==> config.mk <==
export PLATFORM = sky130hd
export DESIGN_NAME = ifetch_prefetch_unit_flat
export DESIGN_NICKNAME = d
export VERILOG_FILES = /design/src/rtl/ifetch_prefetch_unit_if.sv /design/src/rtl/ifetch_prefetch_unit.sv /design/src/flat_wrapper.sv
export SDC_FILE = /design/constraint.sdc
export NUM_CORES = 1
export LEC_CHECK = 0
export ABC_AREA = 1
export BUFFER_PORTS_ARGS = -buffer_cell sky130_fd_sc_hd__buf_2
export CAP_MARGIN = 20
export CORE_ASPECT_RATIO = 0.5
export CORE_MARGIN = 10
export CORE_UTILIZATION = 30
export DETAILED_ROUTE_END_ITERATION = 16
export HOLD_SLACK_MARGIN = 0.05
export PLACE_DENSITY = 0.47
export SYNTH_ARGS = -nofsm -noshare
export SYNTH_HDL_FRONTEND = slang
export SYNTH_SLANG_ARGS = --single-unit
==> constraint.sdc <==
create_clock -name clk -period 4.1 [get_ports clk]
set_clock_uncertainty 0.1 [all_clocks]
set_input_delay 0.41 -clock clk [delete_from_list [all_inputs] [get_ports clk]]
set_output_delay 0.41 -clock clk [all_outputs]
set_load 0.01 [all_outputs]
==> src/rtl/ifetch_prefetch_unit_if.sv <==
// Handshake bundle between the fetch unit, the instruction memory port and decode.
// master is the fetch unit's view; slave is the memory/decode side.
interface ifetch_prefetch_unit_if;
  logic        imem_req;
  logic [31:0] imem_addr;
  logic        imem_ready;
  logic        imem_rvalid;
  logic [31:0] imem_rdata;
  logic        if_valid;
  logic [31:0] if_ir;
  logic [31:0] if_npc;
  logic        id_ready;

  modport master (
    output imem_req, imem_addr, if_valid, if_ir, if_npc,
    input  imem_ready, imem_rvalid, imem_rdata, id_ready
  );

  modport slave (
    input  imem_req, imem_addr, if_valid, if_ir, if_npc,
    output imem_ready, imem_rvalid, imem_rdata, id_ready
  );
endinterface

==> src/rtl/ifetch_prefetch_unit.sv <==
// Instruction fetch front-end: owns the fetch PC, runs one outstanding memory request
// at a time and buffers {instruction, NPC} pairs in a small circular prefetch queue.
module ifetch_prefetch_unit #(
  parameter int          DEPTH    = 4,
  parameter logic [31:0] RESET_PC = 32'd0
) (
  input  logic                     clk,
  input  logic                     reset,
  ifetch_prefetch_unit_if.master   bus,
  input  logic                     branch_taken,
  input  logic [31:0]              branch_target,
  output logic                     halted,
  output logic [$clog2(DEPTH):0]   occupancy
);

  localparam int PTR_W = $clog2(DEPTH);
  localparam logic [PTR_W:0] FULL = DEPTH[PTR_W:0];

  typedef enum logic [2:0] {S_IDLE, S_REQ, S_WAIT, S_DROP, S_HALT} state_t;

  state_t           state;
  logic [31:0]      fetch_pc;
  logic [31:0]      ir_q  [DEPTH];
  logic [31:0]      npc_q [DEPTH];
  logic [PTR_W-1:0] rd_ptr;
  logic [PTR_W-1:0] wr_ptr;
  logic [PTR_W:0]   count;

  logic             push;
  logic             pop;
  logic             is_hlt;
  logic [PTR_W:0]   next_count;

  // A redirect suppresses both queue ports because the whole queue is flushed.
  assign push       = (state == S_WAIT) && bus.imem_rvalid && !branch_taken;
  assign pop        = (count != '0) && bus.id_ready && !branch_taken;
  assign is_hlt     = (bus.imem_rdata[31:26] == 6'b111111);
  assign next_count = count + {{PTR_W{1'b0}}, push} - {{PTR_W{1'b0}}, pop};

  always_ff @(posedge clk) begin
    if (reset) begin
      state    <= S_IDLE;
      fetch_pc <= RESET_PC;
      rd_ptr   <= '0;
      wr_ptr   <= '0;
      count    <= '0;
    end else if (branch_taken) begin
      fetch_pc <= branch_target;
      rd_ptr   <= '0;
      wr_ptr   <= '0;
      count    <= '0;
      // A request already accepted by memory must have its response swallowed in S_DROP.
      case (state)
        S_REQ:   state <= bus.imem_ready  ? S_DROP : S_REQ;
        S_WAIT:  state <= bus.imem_rvalid ? S_REQ  : S_DROP;
        S_DROP:  state <= bus.imem_rvalid ? S_REQ  : S_DROP;
        default: state <= S_REQ;
      endcase
    end else begin
      count <= next_count;
      if (pop) begin
        rd_ptr <= rd_ptr + 1'b1;
      end
      if (push) begin
        ir_q[wr_ptr]  <= bus.imem_rdata;
        npc_q[wr_ptr] <= fetch_pc + 32'd1;
        wr_ptr        <= wr_ptr + 1'b1;
        fetch_pc      <= fetch_pc + 32'd1;
      end
      case (state)
        S_IDLE: if (count < FULL) state <= S_REQ;
        S_REQ:  if (bus.imem_ready) state <= S_WAIT;
        S_WAIT: begin
          if (bus.imem_rvalid) begin
            if (is_hlt)                  state <= S_HALT;
            else if (next_count < FULL)  state <= S_REQ;
            else                         state <= S_IDLE;
          end
        end
        S_DROP: if (bus.imem_rvalid) state <= S_REQ;
        default: state <= state;
      endcase
    end
  end

  assign bus.imem_req  = (state == S_REQ);
  assign bus.imem_addr = fetch_pc;
  assign bus.if_valid  = (count != '0);
  assign bus.if_ir     = bus.if_valid ? ir_q[rd_ptr]  : 32'd0;
  assign bus.if_npc    = bus.if_valid ? npc_q[rd_ptr] : 32'd0;
  assign halted        = (state == S_HALT);
  assign occupancy     = count;

endmodule

==> src/flat_wrapper.sv <==
// flat-port wrapper written by rule: the top's interface ports become plain ports
module ifetch_prefetch_unit_flat 
#(
  parameter int          DEPTH    = 4,
  parameter logic [31:0] RESET_PC = 32'd0
)
  (clk, reset, branch_taken, branch_target, halted, occupancy, bus_imem_req, bus_imem_addr, bus_if_valid, bus_if_ir, bus_if_npc, bus_imem_ready, bus_imem_rvalid, bus_imem_rdata, bus_id_ready);
  ifetch_prefetch_unit_if bus_i ();
  input  logic clk;
  input  logic reset;
  input  logic branch_taken;
  input  logic [31:0] branch_target;
  output logic halted;
  output logic [$clog2(DEPTH):0] occupancy;
  output wire logic [$bits(bus_i.imem_req)-1:0] bus_imem_req;
  output wire logic [$bits(bus_i.imem_addr)-1:0] bus_imem_addr;
  output wire logic [$bits(bus_i.if_valid)-1:0] bus_if_valid;
  output wire logic [$bits(bus_i.if_ir)-1:0] bus_if_ir;
  output wire logic [$bits(bus_i.if_npc)-1:0] bus_if_npc;
  input wire logic [$bits(bus_i.imem_ready)-1:0] bus_imem_ready;
  input wire logic [$bits(bus_i.imem_rvalid)-1:0] bus_imem_rvalid;
  input wire logic [$bits(bus_i.imem_rdata)-1:0] bus_imem_rdata;
  input wire logic [$bits(bus_i.id_ready)-1:0] bus_id_ready;
  assign bus_imem_req = bus_i.imem_req;
  assign bus_imem_addr = bus_i.imem_addr;
  assign bus_if_valid = bus_i.if_valid;
  assign bus_if_ir = bus_i.if_ir;
  assign bus_if_npc = bus_i.if_npc;
  assign bus_i.imem_ready = bus_imem_ready;
  assign bus_i.imem_rvalid = bus_imem_rvalid;
  assign bus_i.imem_rdata = bus_imem_rdata;
  assign bus_i.id_ready = bus_id_ready;
  ifetch_prefetch_unit #(.DEPTH(DEPTH), .RESET_PC(RESET_PC)) u_core (.clk(clk), .reset(reset), .bus(bus_i), .branch_taken(branch_taken), .branch_target(branch_target), .halted(halted), .occupancy(occupancy));
endmodule
======== Yosys cells after proc, flatten, opt, wreduce, memory -nomap -nowiden ========
Memory sizes are Yosys's and may differ from the RTL's. A register that Yosys moved wholly into a read port is not among the register bits.
Cells that the tools add are included.
word-level totals
  memory bits (writable) .................. 256
  memories kept ........................... 2
  register bits after elaboration ......... 42
  bits of input ports ..................... 70
  output and inout bits ................... 102
memory list
  memory        words  width  rd ports  clocked after memory_dff  write ports  line                        RTL
  u_core.ir_q   4      32     1         1                         1            ifetch_prefetch_unit.sv:23  logic [31:0] ir_q [DEPTH];
  u_core.npc_q  4      32     1         1                         1            ifetch_prefetch_unit.sv:24  logic [31:0] npc_q [DEPTH];
cells by class
  add/sub/neg operators ................... 5
  reductions and logical operators ........ 12
  multiplexer cells ....................... 23
  equality and inequality tests ........... 9
  order comparisons ....................... 2
operators by type and width
  cell                   count
  $mux 32                4
  $add 32x1->32 const B  1
  $mux 3                 6
  $mux 2                 6
  $pmux 3 s4             1
  $eq 3x2->1 const B     2
  $eq 6x6->1 const B     1
  $lt 3x3->1 const B     2
  $ne 3x2->1 const B     2
  $ne 3x3->1 const B     2
  $pmux 3 s2             1
  $mux 1                 5
  $reduce_and 5->1       1
  $reduce_bool 5->1      1
  $add 2x1->2 const B    2
  $logic_and 1x1->1      4
  $reduce_or 2->1        2
  $add 3x1->3            1
  $eq 3x1->1 const B     1
  $eq 3x3->1 const B     1
  $logic_not 3->1        1
  $reduce_bool 3->1      1
  $sub 3x1->3            1
  $reduce_bool 2->1      1
  $logic_not 1->1        1

======== Depth between registers and ports, before layout ========
  depth after elaboration ................. 11
  gate-level depth with buffers ........... 13
  gate-level depth less buffers ........... 12

======== Least setup slack after synthesis ========
OpenSTA, ideal clock, no wires.
  path type ............................... in2reg
  start point ............................. in branch_taken
  end point ............................... mem u_core.ir_q[0][0] (enable)
  arrival time ............................ 3816 ps
  cell stages on the path ................. 6
  buffers on the path ..................... 1
  path slack .............................. -302 ps
  library setup time ...................... 486 ps
  path through ............................ buf_2 nor2_1 inv_1 nor2_1 inv_1 nor2_1
between the ends
  cells in the longest elaborated chain, start to end .. 6
ends and longest elaborated chain
  item                              line                        RTL
  from (decl)                       flat_wrapper.sv:11          input logic branch_taken;
  $logic_not 1->1                   ifetch_prefetch_unit.sv:35  assign push = (state == S_WAIT) && bus.imem_rvalid && !branch_taken;
  $logic_and 1x1->1                 ifetch_prefetch_unit.sv:35
  $mux 1                            ifetch_prefetch_unit.sv:64  if (push) begin
  $mux 1 (*)                        ifetch_prefetch_unit.sv:47  end else if (branch_taken) begin
  $mux 1 (*)                        ifetch_prefetch_unit.sv:41  if (reset) begin
  $mux 1 (implied by the code) (*)  ifetch_prefetch_unit.sv:65  ir_q[wr_ptr] <= bus.imem_rdata;
  to (decl)                         ifetch_prefetch_unit.sv:23
Every way passes the cells marked *; elsewhere a longest branch is shown, timed or not.

==> results by group <==
Place
  • Port buffer count: 171
  • Placed cell areas: 14,300 µm²
  • Gpl congestion: 0.870
  • HPWL Detailed: 23,100 µm

Global routing
  • Vias in the first global route: 9,773
  • Gr usage total: 13.6%
  • First-pass GRT wire length: 55,800 µm
  • Pin count of the biggest net entering global routing: 99
  • Gr ovfl total: 0
  • Initial antenna violation count: 4

Die
  • Core area: 42,000 µm²
  • Die height: 166 µm
  • Rows: 53
  • Starting density of the core: 30.4%
  • I/O pin cnt: 172
  • Chip width: 312 µm
  • Die area: 51,700 µm²

Drt
  • Drt first pass iters: 5
  • Final antenna-violating net count: 0
  • Vias/cell: 4.64
  • WL final: 36,300 µm
  • Initial DRC Count: 606
  • Via count: 9,483
  • Routed length per instance: 17.8 µm
  • # DRC: 0

Yosys
  • Dominant synthesized flop cell: edfxtp_1
  • Post-Synthesis Cells: 1,240
  • Syn_nets: 1,318
  • Mapped Avg Cell Area: 10.3 µm²
  • Yosys reg bits: 300
  • EDFF count, synth: 256
  • Yosys synthesis warning count: 0
  • Sequential share of the synthesized area: 67.2%
  • Post-synth ARST share: 0%
  • Synth cell types: 31
  • Post-Syn Area: 12,800 µm²

Critical path
  • Number of buffer and inverter stages on the critical path: 3
  • CP Cell Sequence: clkinv_2 > buf_4 > o21ai_0 > a21oi_1 > buf_2
  • Worst EP required: 3.59 ns
  • Crit-path max cell delay: 0.64 ns
  • Worst Path Max Fanout: 88
  • Slowest library cell on the worst path: buf_4
  • Crit path DAT: 2.51 ns
  • Startpoint Class: flop
  • CP top delay family: buffers and inverters
  • WS Path Type: flop to primary output
  • CP endpoint kind: primary output

Final layout
  • NumNets Final: 1,523
  • Final Cell Area: 15,700 µm²
  • Area Growth Syn to Fin: 22.8%
  • Fraction of layout cells with a size suffix above 1: 17.0%
  • Fin util: 37.3%

STA
  • Max Clock Freq: 0.332 GHz
  • Tcrit/Tclk final: 73.5%
  • Slew @ Worst Pin: 0.937 ns
  • Final hold vios: 0
  • RSZ-0062 raised after global routing: no
  • Final Critical Period: 3.02 ns
  • Fin Hold WS: 0.0793 ns
  • Setup TNS Final: 0 ns
  • Setup violators final: 0
  • Pins Over Slew Limit: 0
  • Relative max-transition margin: 37.5%

Clock tree
  • Later-pin clock latency in the skew report: 0.57 ns
  • Maximum root-to-sink buffer count: 3
  • CTS root buf: clkbuf_16
  • Htree depth: 1
  • CTS tree: yes
  • CTS clk-pin slew, worst paths: 0.07 ns
  • CTS Buf Count: 30
  • CTS sink cnt: 300
  • Number of setup buffers added after CTS: 0

Flow run
  • Max Cap Viol: 0

Status
  • Status: finished clean

Power
  • Peak supply drop: 0.282 mV
  • Static leakage: 5.86 nW
  • Pwr Total: 6.11 mW
  • PwrDens: 390 nW/µm²

Worst hold path
  • Hold Crit Class: input pin to flop
-- worst reg2reg max path: stages, from the launching register on --
cell and delay (ns):
dfxtp_1 0.31, inv_1 0.12, nand3_1 0.13, nor2_1 0.16
inv_1 0.11, nor2_1 0.11, buf_4 0.24, inv_1 0.20
nor2_4 0.44, buf_12 0.31
-- routing by layer --
| layer | wire (µm) | track usage [%] | vias to the layer above | part of all wire, % |
|---|---|---|---|---|
| met3 | 1570 | 2.35 | 49 | 4.3 |
| met4 | 758 | 3.38 | 4 | 2.1 |
| met1 | 15100 | 16.2 | 4627 | 42 |
| met5 | 24 | 0 | - | 0.066 |
| li1 | - | - | 4607 | - |
| met2 | 18800 | 25.0 | 196 | 52 |
-- Yosys cell counts, types with 4 or more instances --
cell / n / share of area (%)
nor2_1: 305 / 9.0
edfxtp_1: 256 / 60
nand2_1: 169 / 5.0
o21ai_0: 158 / 6.2
a21oi_1: 84 / 3.3
inv_1: 69 / 2.0
dfxtp_1: 44 / 6.9
clkbuf_1: 26 / 0.76
nand3_1: 25 / 0.98
buf_2: 21 / 0.82
xor2_1: 16 / 1.1
buf_1: 14 / 0.41
nor3_1: 8 / 0.31
ha_1: 7 / 0.69
a31oi_1: 6 / 0.29
and2_1: 4 / 0.20
nor2_4: 4 / 0.35
-- state kept, by name (all words and copies together) (netlist names), named ones only --
| signal | flops |
|---|---|
| u_core.state | 3 |
| u_core.ir_q | 128 |
| u_core.rd_ptr | 2 |
| u_core.occupancy | 3 |
| u_core.bus.imem_addr | 32 |
| u_core.wr_ptr | 2 |
| u_core.npc_q | 128 |
-- logic make-up after synthesis --
kind of cell	count (synthesis)	synth area share, %
AO/OA/AOI/OAI	252	9.98
XOR/XNOR	20	1.43
adder cells (fa/ha/maj)	8	0.843
buffers and inverters	133	4.12
flip-flops	300	67.2
AND/OR/NAND/NOR	527	16.5
-- placed cells by master, fill, tap and decap left out, types with 6 or more instances in the layout --
cell type      count
a21oi_1           84
dlygate4sd3_1     47
buf_12             7
nor2_1           301
o21ai_0          158
clkinv_1           6
nor2_4             8
xor2_1            16
buf_2            171
dfxtp_1           42
nor3_1             7
clkbuf_16         30
nand2_1          169
ha_1               7
nand3_1           25
a31oi_1            6
inv_1             69
buf_4              9
edfxtp_1         256
-- path summary, 6_finish.rpt --
path                           from                  endpoint  slack [ns]  cells after the start
hold reg to reg    u_core.rd_ptr[1]                      flop        0.36                      2
setup reg to reg    u_core.state[2]        u_core.ir_q[2][16]        1.57                      9
setup / recovery               flop             bus_if_ir[13]        1.08                      5
hold / removal    branch_target[21]  u_core.bus.imem_addr[21]        0.08                      5
-- power breakdown --
group | internal [mW] | switching [mW] | leakage, nW
sequential | 3.33 | 0.0321 | 2.68
combinational | 0.106 | 0.165 | 2.77
clock | 1.33 | 1.14 | 0.407
total | 4.77 | 1.34 | 5.86
-- layout make-up --
type / instances / area, µm²
Sequential cell: 300 / 8570
Clock buffer: 34 / 766
Antenna cell: 3 / 7.51
Timing Repair Buffer: 234 / 1530
Clock inverter: 15 / 88.8
Inverter: 72 / 272
Fill cell: 4126 / 26300
Multi-Input combinational cell: 807 / 3700
Tap cell: 577 / 722
-- what timing repair did --
item,in CTS,in global routing
resized for setup,0,0
endpoints found under the setup margin,0,0
hold endpoints to repair,143,0
hold buffers,47,0
-- metrics by stage --
stage                     setup slack (ns)  std cells
after floorplan                     -0.302       1240
after global placement                1.09       1943
after detailed placement              1.08       1943
after CTS                             1.03       2039
after global routing                 0.893       2041
final                                 1.08       2042
No activity file was read; power rests on OpenSTA's default activity.
